File: src/rtl/sipo_ctrl_pkg.sv
// sipo_ctrl_pkg: shared types for the SIPO frame controller.
// Holds the FSM state encoding and the state enum.
package sipo_ctrl_pkg;

  localparam logic [1:0] ST_IDLE   = 2'd0;
  localparam logic [1:0] ST_SHIFT  = 2'd1;
  localparam logic [1:0] ST_PARITY = 2'd2;

  typedef enum logic [1:0] {
    IDLE   = ST_IDLE,
    SHIFT  = ST_SHIFT,
    PARITY = ST_PARITY
  } state_e;

endpackage

File: src/rtl/sipo_shift_core.sv
// sipo_shift_core: WIDTH-bit right shift register, new bit at MSB.
// Ports: clk, reset (async high), en (shift), clr (sync clear, wins), sin, q.
module sipo_shift_core #(
  parameter int WIDTH = 4
) (
  input  logic             clk,
  input  logic             reset,
  input  logic             en,
  input  logic             clr,
  input  logic             sin,
  output logic [WIDTH-1:0] q
);

  logic [WIDTH-1:0] q_q;

  always_ff @(posedge clk or posedge reset) begin
    if (reset) begin
      q_q <= '0;
    end else if (clr) begin
      q_q <= '0;
    end else if (en) begin
      q_q <= {sin, q_q[WIDTH-1:1]};
    end
  end

  assign q = q_q;

endmodule

File: src/rtl/sipo_frame_ctrl.sv
// sipo_frame_ctrl: LSB-first serial frame collector with valid/ready output.
// Ports: clk, reset (async high), sin/sin_valid/sin_start in; out_data/
// out_valid out, out_ready in; busy, framing_err, overrun, parity_err out.
// Optional even parity bit after the data: define SIPO_PARITY_EN.
module sipo_frame_ctrl
  import sipo_ctrl_pkg::*;
#(
  parameter int WIDTH = 4
) (
  input  logic             clk,
  input  logic             reset,
  input  logic             sin,
  input  logic             sin_valid,
  input  logic             sin_start,
  output logic [WIDTH-1:0] out_data,
  output logic             out_valid,
  input  logic             out_ready,
  output logic             busy,
  output logic             framing_err,
  output logic             overrun,
  output logic             parity_err
);

  localparam int CNT_W = $clog2(WIDTH + 1);
  localparam logic [CNT_W-1:0] LAST = CNT_W'(WIDTH - 1);

  state_e           state_q, state_d;
  logic [CNT_W-1:0] cnt_q, cnt_d;
  logic [WIDTH-1:0] shreg;
  logic [WIDTH-1:0] word_nxt;
  logic [WIDTH-1:0] word;
  logic             shift_en;
  logic             done;
  logic             complete;
  logic             ferr;

  logic [WIDTH-1:0] out_data_q, out_data_d;
  logic             out_valid_q, out_valid_d;
  logic             ovr;
  logic             ferr_q;
  logic             ovr_q;

  sipo_shift_core #(
    .WIDTH (WIDTH)
  ) u_shift (
    .clk   (clk),
    .reset (reset),
    .en    (shift_en),
    .clr   (done),
    .sin   (sin),
    .q     (shreg)
  );

  // Word as it will look once the current bit is shifted in; the
  // output register captures this directly so the word is out one
  // cycle after its last bit.
  assign word_nxt = {sin, shreg[WIDTH-1:1]};

`ifdef SIPO_PARITY_EN
  logic perr;
  logic perr_q;
`endif

  always_comb begin
    state_d  = state_q;
    cnt_d    = cnt_q;
    shift_en = 1'b0;
    done     = 1'b0;
    complete = 1'b0;
    word     = shreg;
    ferr     = 1'b0;
`ifdef SIPO_PARITY_EN
    perr     = 1'b0;
`endif
    case (state_q)
      IDLE: begin
        if (sin_valid && sin_start) begin
          shift_en = 1'b1;
          cnt_d    = CNT_W'(1);
          state_d  = SHIFT;
        end
      end
      SHIFT: begin
        if (sin_valid) begin
          shift_en = 1'b1;
          if (sin_start) begin
            // Restart; stale bits get shifted out by the new frame.
            ferr  = 1'b1;
            cnt_d = CNT_W'(1);
          end else if (cnt_q == LAST) begin
            cnt_d = '0;
`ifdef SIPO_PARITY_EN
            state_d = PARITY;
`else
            state_d  = IDLE;
            done     = 1'b1;
            complete = 1'b1;
            word     = word_nxt;
`endif
          end else begin
            cnt_d = cnt_q + 1'b1;
          end
        end
      end
`ifdef SIPO_PARITY_EN
      PARITY: begin
        if (sin_valid) begin
          if (sin_start) begin
            ferr     = 1'b1;
            shift_en = 1'b1;
            cnt_d    = CNT_W'(1);
            state_d  = SHIFT;
          end else begin
            state_d = IDLE;
            done    = 1'b1;
            if (^{shreg, sin}) begin
              perr = 1'b1;
            end else begin
              complete = 1'b1;
              word     = shreg;
            end
          end
        end
      end
`endif
      default: begin
        state_d = IDLE;
        cnt_d   = '0;
      end
    endcase
  end

  always_comb begin
    out_data_d  = out_data_q;
    out_valid_d = out_valid_q;
    ovr         = 1'b0;
    if (complete) begin
      if (out_valid_q && !out_ready) begin
        ovr = 1'b1;
      end else begin
        out_data_d  = word;
        out_valid_d = 1'b1;
      end
    end else if (out_valid_q && out_ready) begin
      out_valid_d = 1'b0;
    end
  end

  always_ff @(posedge clk or posedge reset) begin
    if (reset) begin
      state_q     <= IDLE;
      cnt_q       <= '0;
      out_data_q  <= '0;
      out_valid_q <= 1'b0;
      ferr_q      <= 1'b0;
      ovr_q       <= 1'b0;
    end else begin
      state_q     <= state_d;
      cnt_q       <= cnt_d;
      out_data_q  <= out_data_d;
      out_valid_q <= out_valid_d;
      ferr_q      <= ferr;
      ovr_q       <= ovr;
    end
  end

`ifdef SIPO_PARITY_EN
  always_ff @(posedge clk or posedge reset) begin
    if (reset) begin
      perr_q <= 1'b0;
    end else begin
      perr_q <= perr;
    end
  end
  assign parity_err = perr_q;
`else
  assign parity_err = 1'b0;
`endif

  assign out_data    = out_data_q;
  assign out_valid   = out_valid_q;
  assign busy        = (state_q != IDLE);
  assign framing_err = ferr_q;
  assign overrun     = ovr_q;

endmodule

File: config.mk
export PLATFORM = sky130hd
export DESIGN_NAME = sipo_frame_ctrl
export DESIGN_NICKNAME = d
export VERILOG_FILES = /design/src/rtl/sipo_ctrl_pkg.sv /design/src/rtl/sipo_shift_core.sv /design/src/rtl/sipo_frame_ctrl.sv
export SDC_FILE = /design/constraint.sdc
export NUM_CORES = 1
export LEC_CHECK = 0
export BUFFER_PORTS_ARGS = -buffer_cell sky130_fd_sc_hd__clkbuf_2
export CORE_UTILIZATION = 50
export DETAILED_ROUTE_END_ITERATION = 12
export PLACE_DENSITY_LB_ADDON = 0.08
export SLEW_MARGIN = 20
export SYNTH_ARGS = -nofsm -noshare
export SYNTH_HDL_FRONTEND = slang
export SYNTH_HIERARCHICAL = 1
export SYNTH_SLANG_ARGS = --single-unit
File: constraint.sdc
create_clock -name clk -period 2.1 [get_ports clk]
set_input_delay 0.21 -clock clk [delete_from_list [all_inputs] [get_ports clk]]
set_output_delay 0.21 -clock clk [all_outputs]
set_load 0.005 [all_outputs]
==> flow_summary.yaml <==
timing:
  hold_viol: 0
  rsz0062_at_grt: "false"
  fin_ws_ns: 0.411
  maxSlewViolCount: 0
  setup_violations: 0
  min_period_over_period_pct: 80.4
  skew_ns: 0.00325
  final.min_clock_period_ns: 1.69
  tns_ns: 0
  fmax_ghz: 0.592
clock_tree:
  htreeDepth: 1
  cts_inserted_buffers: 3
  clockBufferDepth: 2
  ctsRootBufferMaster: "clkbuf_4"
  path_clk_slew_ns: 0.08
  numClockSinks: 14
  clkLatencyLatePin_ns: 0.27
  cts_tree: "yes"
logic_synthesis:
  yosysWarnings: 6
  netlist_area_um2: 624
  syn_area_per_cell_um2: 11.6
  syn-num-nets: 61
  netlist_instances: 54
pwr:
  p_comb_share_pct: 29.1
  sw_frac_of_total_pct: 30.0
  intPower_mw: 0.606
  p_leak_nw: 0.410
  power-per-cell-area_nw_per_um2: 1170
  power_frac_clock_pct: 21.9
  power_frac_seq_pct: 49.0
  vdd_ir_drop_max_mv: 0.494
  switchingPower_mw: 0.259
setup_path:
  cp.arrival_ns: 1.85
  path_max_fanout: 5
  start_kind: "flop"
  slowest_stage: "or4b_4"
  cpPeakStageDelay_ns: 0.57
  crit_type: "flop to flop"
  end_kind: "flop"
  r2r_cells: 4
  critPathRequiredTime_ns: 2.26
  crit_path_cell_trace: "ha_1 -> nand2b_4 -> or4b_4 -> mux2_4"
layout:
  mostFrequentLayoutCells: "dfrtp_1, clkbuf_2, nor2_1"
  layout.cells.non_filler: 84
  drive_above_1_share_pct: 35.7
  syn_to_final_growth_pct: 18.6
  post-route-util_pct: 65.8
  diodes: 0
  final_common_cell: "dfrtp_1"
  fin_nets: 78
drt:
  drt-total-wl_mm: 1.01
  firstDrtPassIters: 4
  avgViaCountPerCell: 4.90
  vias: 412
  antenna_left: 0
  wl_per_cell_um: 12.0
  drcViolationCount: 0
  drt_iter0_drc: 3
grt:
  antenna_found_initial: 0
  grt_pass1_vias: 465
  track_usage_pct: 18.0
  grt.overflow.total: 0
  grt_max_degree: 12
  grt_pass1_wl_mm: 1.78
outcome:
  status: "completed"
placed_design:
  placed_cells: 79
  place_congestion: 0.829
  port_buffers: 13
  post-dp-hpwl_um: 796
  pre_cts_ws_ns: 0.423
die:
  die_area_um2: 1390
  row_count: 12
  fp.dieW_um: 37.3
  core_area_um2: 1130
  io_pins: 15
  initial_core_util_pct: 55.4
  die_h_um: 37.3
job:
  drv_cap: 0
hold_path:
  min_delay_path_depth: 2
  min_path_type: "input pin to flop"
[layout make-up]
| cell class | instances | area [um2] |
|---|---|---|
| Timing Repair Buffer | 14 | 75.1 |
| Multi-Input combinational cell | 33 | 243 |
| Sequential cell | 14 | 350 |
| Fill cell | 92 | 385 |
| Inverter | 5 | 18.8 |
| Clock buffer | 4 | 36.3 |
| Tap cell | 14 | 17.5 |
[state kept, by name, summed over array words and instances, names as in the netlist]
signal and count:
framing_err 1, state_q 1, out_data 4, cnt_q 3
u_shift/q 3, overrun 1, out_valid 1
[worst paths after layout]
check / start / slack, ns / to
max reg2reg: cnt_q[0] / 0.41 / out_data[2]
max: cnt_q[0] / 0.41 / out_data[2]
min: sin / 0.19 / out_data[3]
min in group asynchronous: reset / 0.33 / u_shift/q[1]
max in group asynchronous: reset / 1.36 / out_data[2]
min reg2reg: cnt_q[0] / 0.52 / cnt_q[0]
[power groups by stage]
stage / clock network, mW / logic [mW] / registers, mW
floorplan: 0 / 0.170 / 0.420
global placement: 0 / 0.247 / 0.426
detailed placement: 0 / 0.252 / 0.431
CTS: 0.200 / 0.255 / 0.425
global route: 0.207 / 0.282 / 0.436
finish: 0.189 / 0.252 / 0.424
[critical path: cells and delay by family (launching register included)]
family                   cells  cell delay [ns]
flip-flops                   1             0.38
multiplexers                 1             0.32
AND/OR/NAND/NOR              2             0.65
adder cells (fa/ha/maj)      1             0.23
[stage by stage]
step	hold slack [ns]	power (mW)	area (um2)
6_report	0.185	0.865	741
5_1_grt	0.184	0.925	741
4_1_cts	0.175	0.879	741
3_5_place_dp	0.0790	0.684	694
3_3_place_gp	0.0753	0.673	694
2_1_floorplan	-0.0364	0.590	624
[metal layers]
| layer | wire [um] | vias to the layer above | track usage (%) |
|---|---|---|---|
| met4 | 7 | 0 | 10.2 |
| met2 | 479 | 19 | 29.4 |
| li1 | - | 208 | - |
| met5 | 0 | - | 0 |
| met3 | 53 | 2 | 1.79 |
| met1 | 468 | 183 | 23.1 |
[timing repair]
item	in CTS	in global routing
hold endpoints to repair	14	0
resized for setup	0	0
hold buffers	1	0
endpoints found under the setup margin	0	0
buffers inserted	0	0
Power figures use the tool's default switching activity.
